==> src/rtl/interp_upsampler_if.sv <==
// rtl/interp_upsampler_if.sv - sample-in / sample-out handshake bundle for interp_upsampler
interface interp_upsampler_if #(
   parameter int BIT_WIDTH = 32
);
   logic                 in_valid;
   logic                 in_ready;
   logic [BIT_WIDTH-1:0] d;
   logic                 out_valid;
   logic                 out_ready;
   logic [BIT_WIDTH-1:0] q;

   modport master (
      output in_valid, d, out_ready,
      input  in_ready, out_valid, q
   );

   modport slave (
      input  in_valid, d, out_ready,
      output in_ready, out_valid, q
   );
endinterface

==> src/rtl/interp_upsampler.sv <==
// rtl/interp_upsampler.sv - linear-interpolating 2^s upsampler; INTERP_ROUND_EN selects round-half-up output
// Each accepted sample produces 2^s outputs ramping from the previous sample to the new one.
module interp_upsampler #(
   parameter int BIT_WIDTH = 32,
   parameter int MAX_SHIFT = 4
) (
   input  logic                clk,
   input  logic                rst_n,
   input  logic                sclr,
   input  logic [2:0]          interp_sel,
   output logic                busy,
   interp_upsampler_if.slave   bus
);
   localparam int DW = BIT_WIDTH + 1;
   localparam int AW = BIT_WIDTH + 1 + MAX_SHIFT;
   localparam int SW = $clog2(MAX_SHIFT + 1);
   localparam int KW = MAX_SHIFT + 1;

   typedef enum logic {ST_IDLE, ST_RUN} state_t;

   state_t                      r_state, w_state_nx;
   logic signed [BIT_WIDTH-1:0] r_prev, w_prev_nx;
   logic signed [DW-1:0]        r_delta, w_delta_nx;
   logic signed [AW-1:0]        r_acc, w_acc_nx;
   logic [KW-1:0]               r_k, w_k_nx;
   logic [SW-1:0]               r_s, w_s_nx;

   logic [SW-1:0]               w_sel_clip;
   logic signed [DW-1:0]        w_delta_new;
   logic signed [AW-1:0]        w_prev_acc;
   logic signed [AW-1:0]        w_delta_new_ext;
   logic signed [AW-1:0]        w_delta_ext;
   logic signed [AW-1:0]        w_acc_out;
   logic                        w_last;

   assign w_sel_clip = ({29'd0, interp_sel} > 32'(MAX_SHIFT)) ? SW'(MAX_SHIFT) : SW'(interp_sel);

   // One extra bit so a full-scale negative-to-positive step cannot wrap.
   assign w_delta_new     = {bus.d[BIT_WIDTH-1], bus.d} - {r_prev[BIT_WIDTH-1], r_prev};
   assign w_prev_acc      = {{(AW-BIT_WIDTH){r_prev[BIT_WIDTH-1]}}, r_prev} <<< w_sel_clip;
   assign w_delta_new_ext = {{MAX_SHIFT{w_delta_new[DW-1]}}, w_delta_new};
   assign w_delta_ext     = {{MAX_SHIFT{r_delta[DW-1]}}, r_delta};
   assign w_last          = (r_k == (KW'(1) << r_s));

`ifdef INTERP_ROUND_EN
   // Half-LSB bias; evaluates to zero when r_s is 0, so pass-through is exact.
   assign w_acc_out = r_acc + ((AW'(1) << r_s) >> 1);
`else
   assign w_acc_out = r_acc;
`endif

   assign bus.q         = BIT_WIDTH'(w_acc_out >>> r_s);
   assign bus.in_ready  = (r_state == ST_IDLE);
   assign bus.out_valid = (r_state == ST_RUN);
   assign busy          = (r_state == ST_RUN);

   always_comb begin
      w_state_nx = r_state;
      w_prev_nx  = r_prev;
      w_delta_nx = r_delta;
      w_acc_nx   = r_acc;
      w_k_nx     = r_k;
      w_s_nx     = r_s;
      case (r_state)
         ST_IDLE: begin
            if (bus.in_valid) begin
               w_state_nx = ST_RUN;
               w_s_nx     = w_sel_clip;
               w_delta_nx = w_delta_new;
               w_acc_nx   = w_prev_acc + w_delta_new_ext;
               w_k_nx     = KW'(1);
               w_prev_nx  = bus.d;
            end
         end
         ST_RUN: begin
            if (bus.out_ready) begin
               if (w_last) begin
                  w_state_nx = ST_IDLE;
               end else begin
                  w_acc_nx = r_acc + w_delta_ext;
                  w_k_nx   = r_k + KW'(1);
               end
            end
         end
         default: w_state_nx = ST_IDLE;
      endcase
   end

   always_ff @(posedge clk or negedge rst_n) begin
      if (!rst_n) begin
         r_state <= ST_IDLE;
         r_prev  <= '0;
         r_delta <= '0;
         r_acc   <= '0;
         r_k     <= '0;
         r_s     <= '0;
      end else if (sclr) begin
         r_state <= ST_IDLE;
         r_prev  <= '0;
         r_delta <= '0;
         r_acc   <= '0;
         r_k     <= '0;
         r_s     <= '0;
      end else begin
         r_state <= w_state_nx;
         r_prev  <= w_prev_nx;
         r_delta <= w_delta_nx;
         r_acc   <= w_acc_nx;
         r_k     <= w_k_nx;
         r_s     <= w_s_nx;
      end
   end
endmodule
==> src/flat_wrapper.sv <==
// flat-port wrapper written by rule: the top's interface ports become plain ports
module interp_upsampler_flat 
#(
   parameter int BIT_WIDTH = 32,
   parameter int MAX_SHIFT = 4
)
  (clk, rst_n, sclr, interp_sel, busy, bus_in_valid, bus_d, bus_out_ready, bus_in_ready, bus_out_valid, bus_q);
  interp_upsampler_if #(.BIT_WIDTH(BIT_WIDTH)) bus_i ();
  input  logic clk;
  input  logic rst_n;
  input  logic sclr;
  input  logic [2:0] interp_sel;
  output logic busy;
  input wire logic [$bits(bus_i.in_valid)-1:0] bus_in_valid;
  input wire logic [$bits(bus_i.d)-1:0] bus_d;
  input wire logic [$bits(bus_i.out_ready)-1:0] bus_out_ready;
  output wire logic [$bits(bus_i.in_ready)-1:0] bus_in_ready;
  output wire logic [$bits(bus_i.out_valid)-1:0] bus_out_valid;
  output wire logic [$bits(bus_i.q)-1:0] bus_q;
  assign bus_i.in_valid = bus_in_valid;
  assign bus_i.d = bus_d;
  assign bus_i.out_ready = bus_out_ready;
  assign bus_in_ready = bus_i.in_ready;
  assign bus_out_valid = bus_i.out_valid;
  assign bus_q = bus_i.q;
  interp_upsampler #(.BIT_WIDTH(BIT_WIDTH), .MAX_SHIFT(MAX_SHIFT)) u_core (.clk(clk), .rst_n(rst_n), .sclr(sclr), .interp_sel(interp_sel), .busy(busy), .bus(bus_i));
endmodule
==> config.mk <==
export PLATFORM = sky130hd
export DESIGN_NAME = interp_upsampler_flat
export DESIGN_NICKNAME = d
export VERILOG_FILES = /design/src/rtl/interp_upsampler_if.sv /design/src/rtl/interp_upsampler.sv /design/src/flat_wrapper.sv
export SDC_FILE = /design/constraint.sdc
export NUM_CORES = 1
export LEC_CHECK = 0
export CAP_MARGIN = 5
export CORE_AREA = 2 2 193 147
export DETAILED_ROUTE_END_ITERATION = 7
export DIE_AREA = 0 0 195 149
export PLACE_DENSITY_LB_ADDON = 0.25
export SLEW_MARGIN = 5
export SYNTH_ARGS = -nofsm -noshare
export SYNTH_HDL_FRONTEND = slang
export SYNTH_SLANG_ARGS = --single-unit
==> constraint.sdc <==
create_clock -name clk -period 9.3 [get_ports clk]
set_input_delay 1.86 -clock clk [delete_from_list [all_inputs] [get_ports clk]]
set_output_delay 1.86 -clock clk [all_outputs]
set_load 0.005 [all_outputs]
# --- After elaboration in Yosys (flattened, before gate mapping) ---
# Index checks and enable logic that the tools add are counted.
totals:
  ff_bits: 111
  word_cells: 48
op_classes:
  n_reduce_logical: 3
  order_cmp: 1
  shifts: 3
  eq_ne: 5
  bitwise_logic: 1
  add_sub_neg: 4
  muxes: 25
ops:
  columns: ["cell", "n"]
  rows:
  - ["37-bit two-way mux", 4]
  - ["33-bit two-way mux", 3]
  - ["32-bit two-way mux", 3]
  - ["37-bit by 33-bit adder with 37-bit output", 2]
  - ["37-bit one-hot mux with 2 select lines", 1]
  - ["37-bit by 3-bit <<< shifter with 37-bit output", 1]
  - ["37-bit by 3-bit >>> shifter with 32-bit output", 1]
  - ["32-bit by 32-bit subtractor with 33-bit output", 1]
  - ["5-bit two-way mux", 4]
  - ["3-bit two-way mux", 4]
  - ["5-bit one-hot mux with 2 select lines", 1]
  - ["3-bit inequality test, second input constant", 3]
  - ["5-bit by 1-bit adder with 5-bit output, second input constant", 1]
  - ["5-bit equality test", 1]
  - ["1-bit by 3-bit << shifter with 5-bit output, first input constant", 1]
  - ["1-bit two-way mux", 4]
  - ["3-bit greater-than comparator, second input constant", 1]
  - ["3-bit AND reduction", 1]
  - ["2-bit inequality test, second input constant", 1]
  - ["1-bit one-hot mux with 2 select lines", 1]
  - ["2-bit AND reduction", 1]
  - ["2-bit nonzero test", 1]
  - ["1-bit NOT", 1]

# --- Longest topological paths before layout ---
logic_depth:
  ltp_word: 7
  depth_mapped: 24
  mapped_depth_nobuf: 24

# --- Least setup slack after synthesis ---
# Ideal clock, no wire load.
synth_timing:
  path_kind: "input -> register"
  from: "in bus_d[0]"
  to: "reg u_core.r_acc[36]"
  arrival_time_ps: 5979
  n_path_buf: 0
  t_required_ps: 9174
  setup_ps: 126
  path_stages: 24
  path_slack_ps: 3195
  cell_sequence: "inv_1 > ha_1 > fa_1 > nand2b_1 > a21oi_1 > o211ai_1 > a21o_1 > a21oi_1 > o21a_1 > o21ai_0 > a21boi_0 > o21ai_0 > and2_1 > ha_1 > nand2_1 > o21ai_0 > a221oi_1 > a21oi_1 > a41o_1 > a21oi_1 > a21oi_1 > xnor2_1 > xnor2_1 > a221o_1"
synth_via:
  elab_chain_cells: 5
synth_lines:
  columns: ["item", "line", "source"]
  rows:
  - ["start: declaration", "flat_wrapper.sv:15", "input wire logic [$bits(bus_i.d)-1:0] bus_d;"]
  - ["32-bit by 32-bit subtractor with 33-bit output", "interp_upsampler.sv:39", "assign w_delta_new = {bus.d[BIT_WIDTH-1], bus.d} - {r_prev[BIT_WIDTH-1], r_prev};"]
  - ["37-bit by 33-bit adder with 37-bit output", "interp_upsampler.sv:70", "w_acc_nx = w_prev_acc + w_delta_new_ext;"]
  - ["37-bit two-way mux", "interp_upsampler.sv:66", "if (bus.in_valid) begin"]
  - ["37-bit one-hot mux with 2 select lines", "interp_upsampler.sv:64", "case (r_state)"]
  - ["37-bit two-way mux", "interp_upsampler.sv:97", "end else if (sclr) begin"]
  - ["end signal: assignment", "interp_upsampler.sv:108", "r_acc <= w_acc_nx;"]
  - ["end: declaration", "interp_upsampler.sv:24", "logic signed [AW-1:0] r_acc, w_acc_nx;"]
# Every way passes these cells. The select of a mux whose other input is x is not followed.
# A chain may end at the register's enable or synchronous reset.

# --- Worst setup path in the final report ---
# Same ends and word-level chain as after synthesis.

==> flow_metrics.py <==
metrics = {
    "worst_setup_path": {
        "cp_max_fo": 6,
        "required_ps": 9550,
        "r2r_slack_ps": 3700,
        "startpoint_type": "input pin",
        "end_kind": "flip-flop",
        "cp_data_arrival_time_ps": 7420,
        "worstSetupPathType": "input pin to flip-flop",
        "r2r-end": "u_core.r_acc[36]$_DFFE_PN0P_",
        "r2r_cells": 23,
        "rr_startpoint": "u_core.r_prev[0]$_DFFE_PN0P_",
    },
    "logic_synthesis": {
        "synth_edf_count": 0,
        "ys_async_sr_fraction_pct": 100,
        "synth-main-ff-cell": "dfrtp_1",
        "synth_warnings": 0,
        "syn_area_per_cell_um2": 7.83,
        "synthCells": 1544,
        "synth_seq_cells": 111,
        "yosysSeqAreaShare_pct": 23.0,
        "synth.area.top_cells": "dfrtp_1, ha_1, o21ai_0",
        "synthTopCellsByCount": "nand2_1, o21ai_0, a21oi_1",
        "syn-cell-area_mm2": 0.0121,
        "synth_fp_nets": 1692,
        "synth.distinct_cells": 74,
        "synth_top_area_share_pct": 23.0,
        "yosysMostFrequentCell": "nand2_1",
        "yosysTopAreaCell": "dfrtp_1",
    },
    "min_path": {
        "hold_depth": 2,
        "hold_path.class": "flip-flop to flip-flop",
        "holdPathEnd": "u_core.r_s[0]$_DFFE_PN0P_",
        "worstHoldStart": "u_core.r_s[0]$_DFFE_PN0P_",
    },
    "timing": {
        "hold_viol": 0,
        "setup_slack_ps": 2130,
        "tns_ps": 0,
        "max_clock_freq_ghz": 0.140,
        "slew_headroom_pct": 27.3,
        "drv_slew": 0,
        "grt_setup_unrepaired": "false",
        "finalSetupViolations": 0,
        "post-route-period-util_pct": 77.1,
        "min_period_ps": 7170,
        "worst_pin_slew_ps": 1090,
        "clock_skew_ps": 7.13,
    },
    "cells_and_area": {
        "layout.nets": 1702,
        "diodes": 0,
        "area_growth_syn_to_layout_pct": 10.2,
        "drive_gt1_share_pct": 5.84,
        "fin_area_mm2": 0.0133,
        "n_fill_cell": 2723,
    },
    "clock_tree": {
        "cts.sinks": 111,
        "cts.path.max_buffers": 2,
        "cts_root_buf": "clkbuf_16",
        "clk_transition_reported_paths_ps": 80,
        "insertion_delay_ps": 360,
        "hold_buffers": 0,
        "cts_made_buffers": 9,
        "cts_tree": "built",
        "cts-resized-gates": 0,
        "htreeDepth": 3,
        "postCtsSetupRepairBufs": 0,
    },
    "grt": {
        "antenna_found_initial": 0,
        "gr-usage-all-layers_pct": 25.0,
        "grt_pass1_vias": 10500,
        "grt_pass1_wl_mm": 58.3,
        "grt_max_degree": 72,
        "overflow": 0,
    },
    "die": {
        "rows": 53,
        "dieArea_mm2": 0.0291,
        "start_util_pct": 44.0,
        "dieWidth_um": 195,
        "pin_count": 75,
        "core_mm2": 0.0275,
        "die_height_um": 149,
    },
    "place": {
        "port_buffers": 74,
        "dpl_cell_area_mm2": 0.0130,
        "hpwl_mm": 27.6,
        "dpl_worst_slack_ps": 1850,
        "place_congestion": 0.939,
    },
    "job": {
        "cap_violations": 0,
    },
    "route": {
        "drcViolationCount": 0,
        "vias": 11500,
        "ant_nets": 0,
        "drt-total-wl_mm": 35.9,
        "drt_iter0_drc": 955,
        "first_pass_iters": 5,
        "via_per_inst": 5.98,
        "avgRoutedWirePerCell_um": 18.7,
    },
    "power_and_ir_drop": {
        "p_per_area_mw_per_mm2": 162,
        "power_leakage_uw": 0.00589,
        "max-vdd-ir-drop_uv": 94.6,
    },
    "status": {
        "status": "complete, no violations",
    },
}
[cells by family after synthesis]
logic type                 Yosys count  synth area share (%)
AOI/OAI and AO/OA                  573                  30.8
xor gates and xnor gates            94                  6.81
adders and majority gates          108                  11.4
buffers and inverters              156                  5.08
DFF                                111                  23.0
muxes                               75                  7.51
and+or+nand+nor                    427                  15.4
[area by class of cell]
cell class              count  area, um2  share of cell area (%)
inverters                  68        255                    1.91
flip-flops and latches    111       2780                    20.8
repair buffers             87        836                    6.27
multi-input cells        1277       8720                    65.4
well taps                 357        447                    3.35
clock buffers              10        239                    1.79
clock inverters             6       50.0                   0.375
[layer usage]
metal	part of all wire [%]	routed length (um)	GRT usage, %	up-vias
met1	55	19600	41.4	5403
met2	38	13800	34.5	357
li1	-	-	-	5682
met3	6.3	2270	2.83	21
met5	0	0	0	-
met4	0.65	232	3.24	0
[through the flow]
step                total power (uW)  hold WS [ps]  cells  util [%]
floorplan                       1400           454   1544         -
global placement                1740           478   1900      47.5
detailed placement              1740           491   1900      47.5
CTS                             2150           510   1916      48.6
global route                    2310           532   1916      48.6
finish                          2150           508   1916      48.6
[worst max-delay path: stages]
cell             delay, ps
clkdlybuf4s50_1        460
inv_1                   70
ha_1                   240
fa_1                   420
nand2b_1               200
a21oi_1                240
o211ai_1               170
a21o_1                 210
a21oi_1                270
o21a_1                 170
o21ai_0                100
a21boi_0               240
o21ai_0                160
and2_1                 180
ha_1                   390
nand2_1                140
o21ai_0                340
a221oi_1               150
a21oi_1                200
a41o_1                 300
a21oi_1                 90
a21oi_1                180
xnor2_1                180
xnor2_1                120
a221o_1                320
[power by group]
group,internal [uW],switching (uW),total [uW]
clock network,194,202,396
logic,482,663,1140
registers,537,76.7,613
[cells in the final DEF (no fill, tap or decap), types with 5 or more instances in the layout]
cell type        Yosys  layout
o21ai_1              8       8
inv_1               68      68
a22oi_1              6       6
mux2i_1             39      39
xor2_1              41      41
or2_2                5       5
o21ai_0            150     150
nor3_1              15      15
o211ai_1            47      47
mux2_2              26      26
nor2_1             123     121
nand2b_1             7       7
or3_1                5       5
nand4_1             12      12
and2_1               5       5
a21boi_0             5       5
a22o_1              31      31
o221ai_1             5       5
nand3_1             22      22
a211oi_1            32      32
xnor2_1             53      53
a311oi_1             7       7
a21o_1              64      64
a21oi_1            129     129
o21a_1              11      11
a31oi_1              8       8
clkdlybuf4s50_1      0      73
nor4_1               7       7
and3_1               7       7
buf_4                2      14
nand2_1            193     193
clkbuf_16            0       9
dfrtp_1            111     110
o21bai_1            15      15
ha_1               105     105
o31ai_1             11      10
nor2b_1             13      13
mux4_2              10      10
[registers in the layout (all words and copies together) (netlist names)]
| signal | flops |
|---|---|
| u_core.r_acc | 37 |
| u_core.r_delta | 33 |
| u_core.r_k | 5 |
| u_core.r_prev | 32 |
| u_core.bus.out_valid | 1 |
| u_core.r_s | 3 |
[worst max path at each step]
stage	startpoint	to	slack [ps]
finish	bus_d[0]	u_core.r_acc[36]$_DFFE_PN0P_	2130
floorplan	bus_d[0]	u_core.r_acc[36]$_DFFE_PN0P_	3200
CTS	bus_d[0]	u_core.r_acc[36]$_DFFE_PN0P_	2200
detailed placement	bus_d[0]	u_core.r_acc[36]$_DFFE_PN0P_	1850
global placement	bus_d[0]	u_core.r_acc[32]$_DFFE_PN0P_	1960
global route	bus_d[0]	u_core.r_acc[36]$_DFFE_PN0P_	1630
Power figures use the tool's default switching activity.
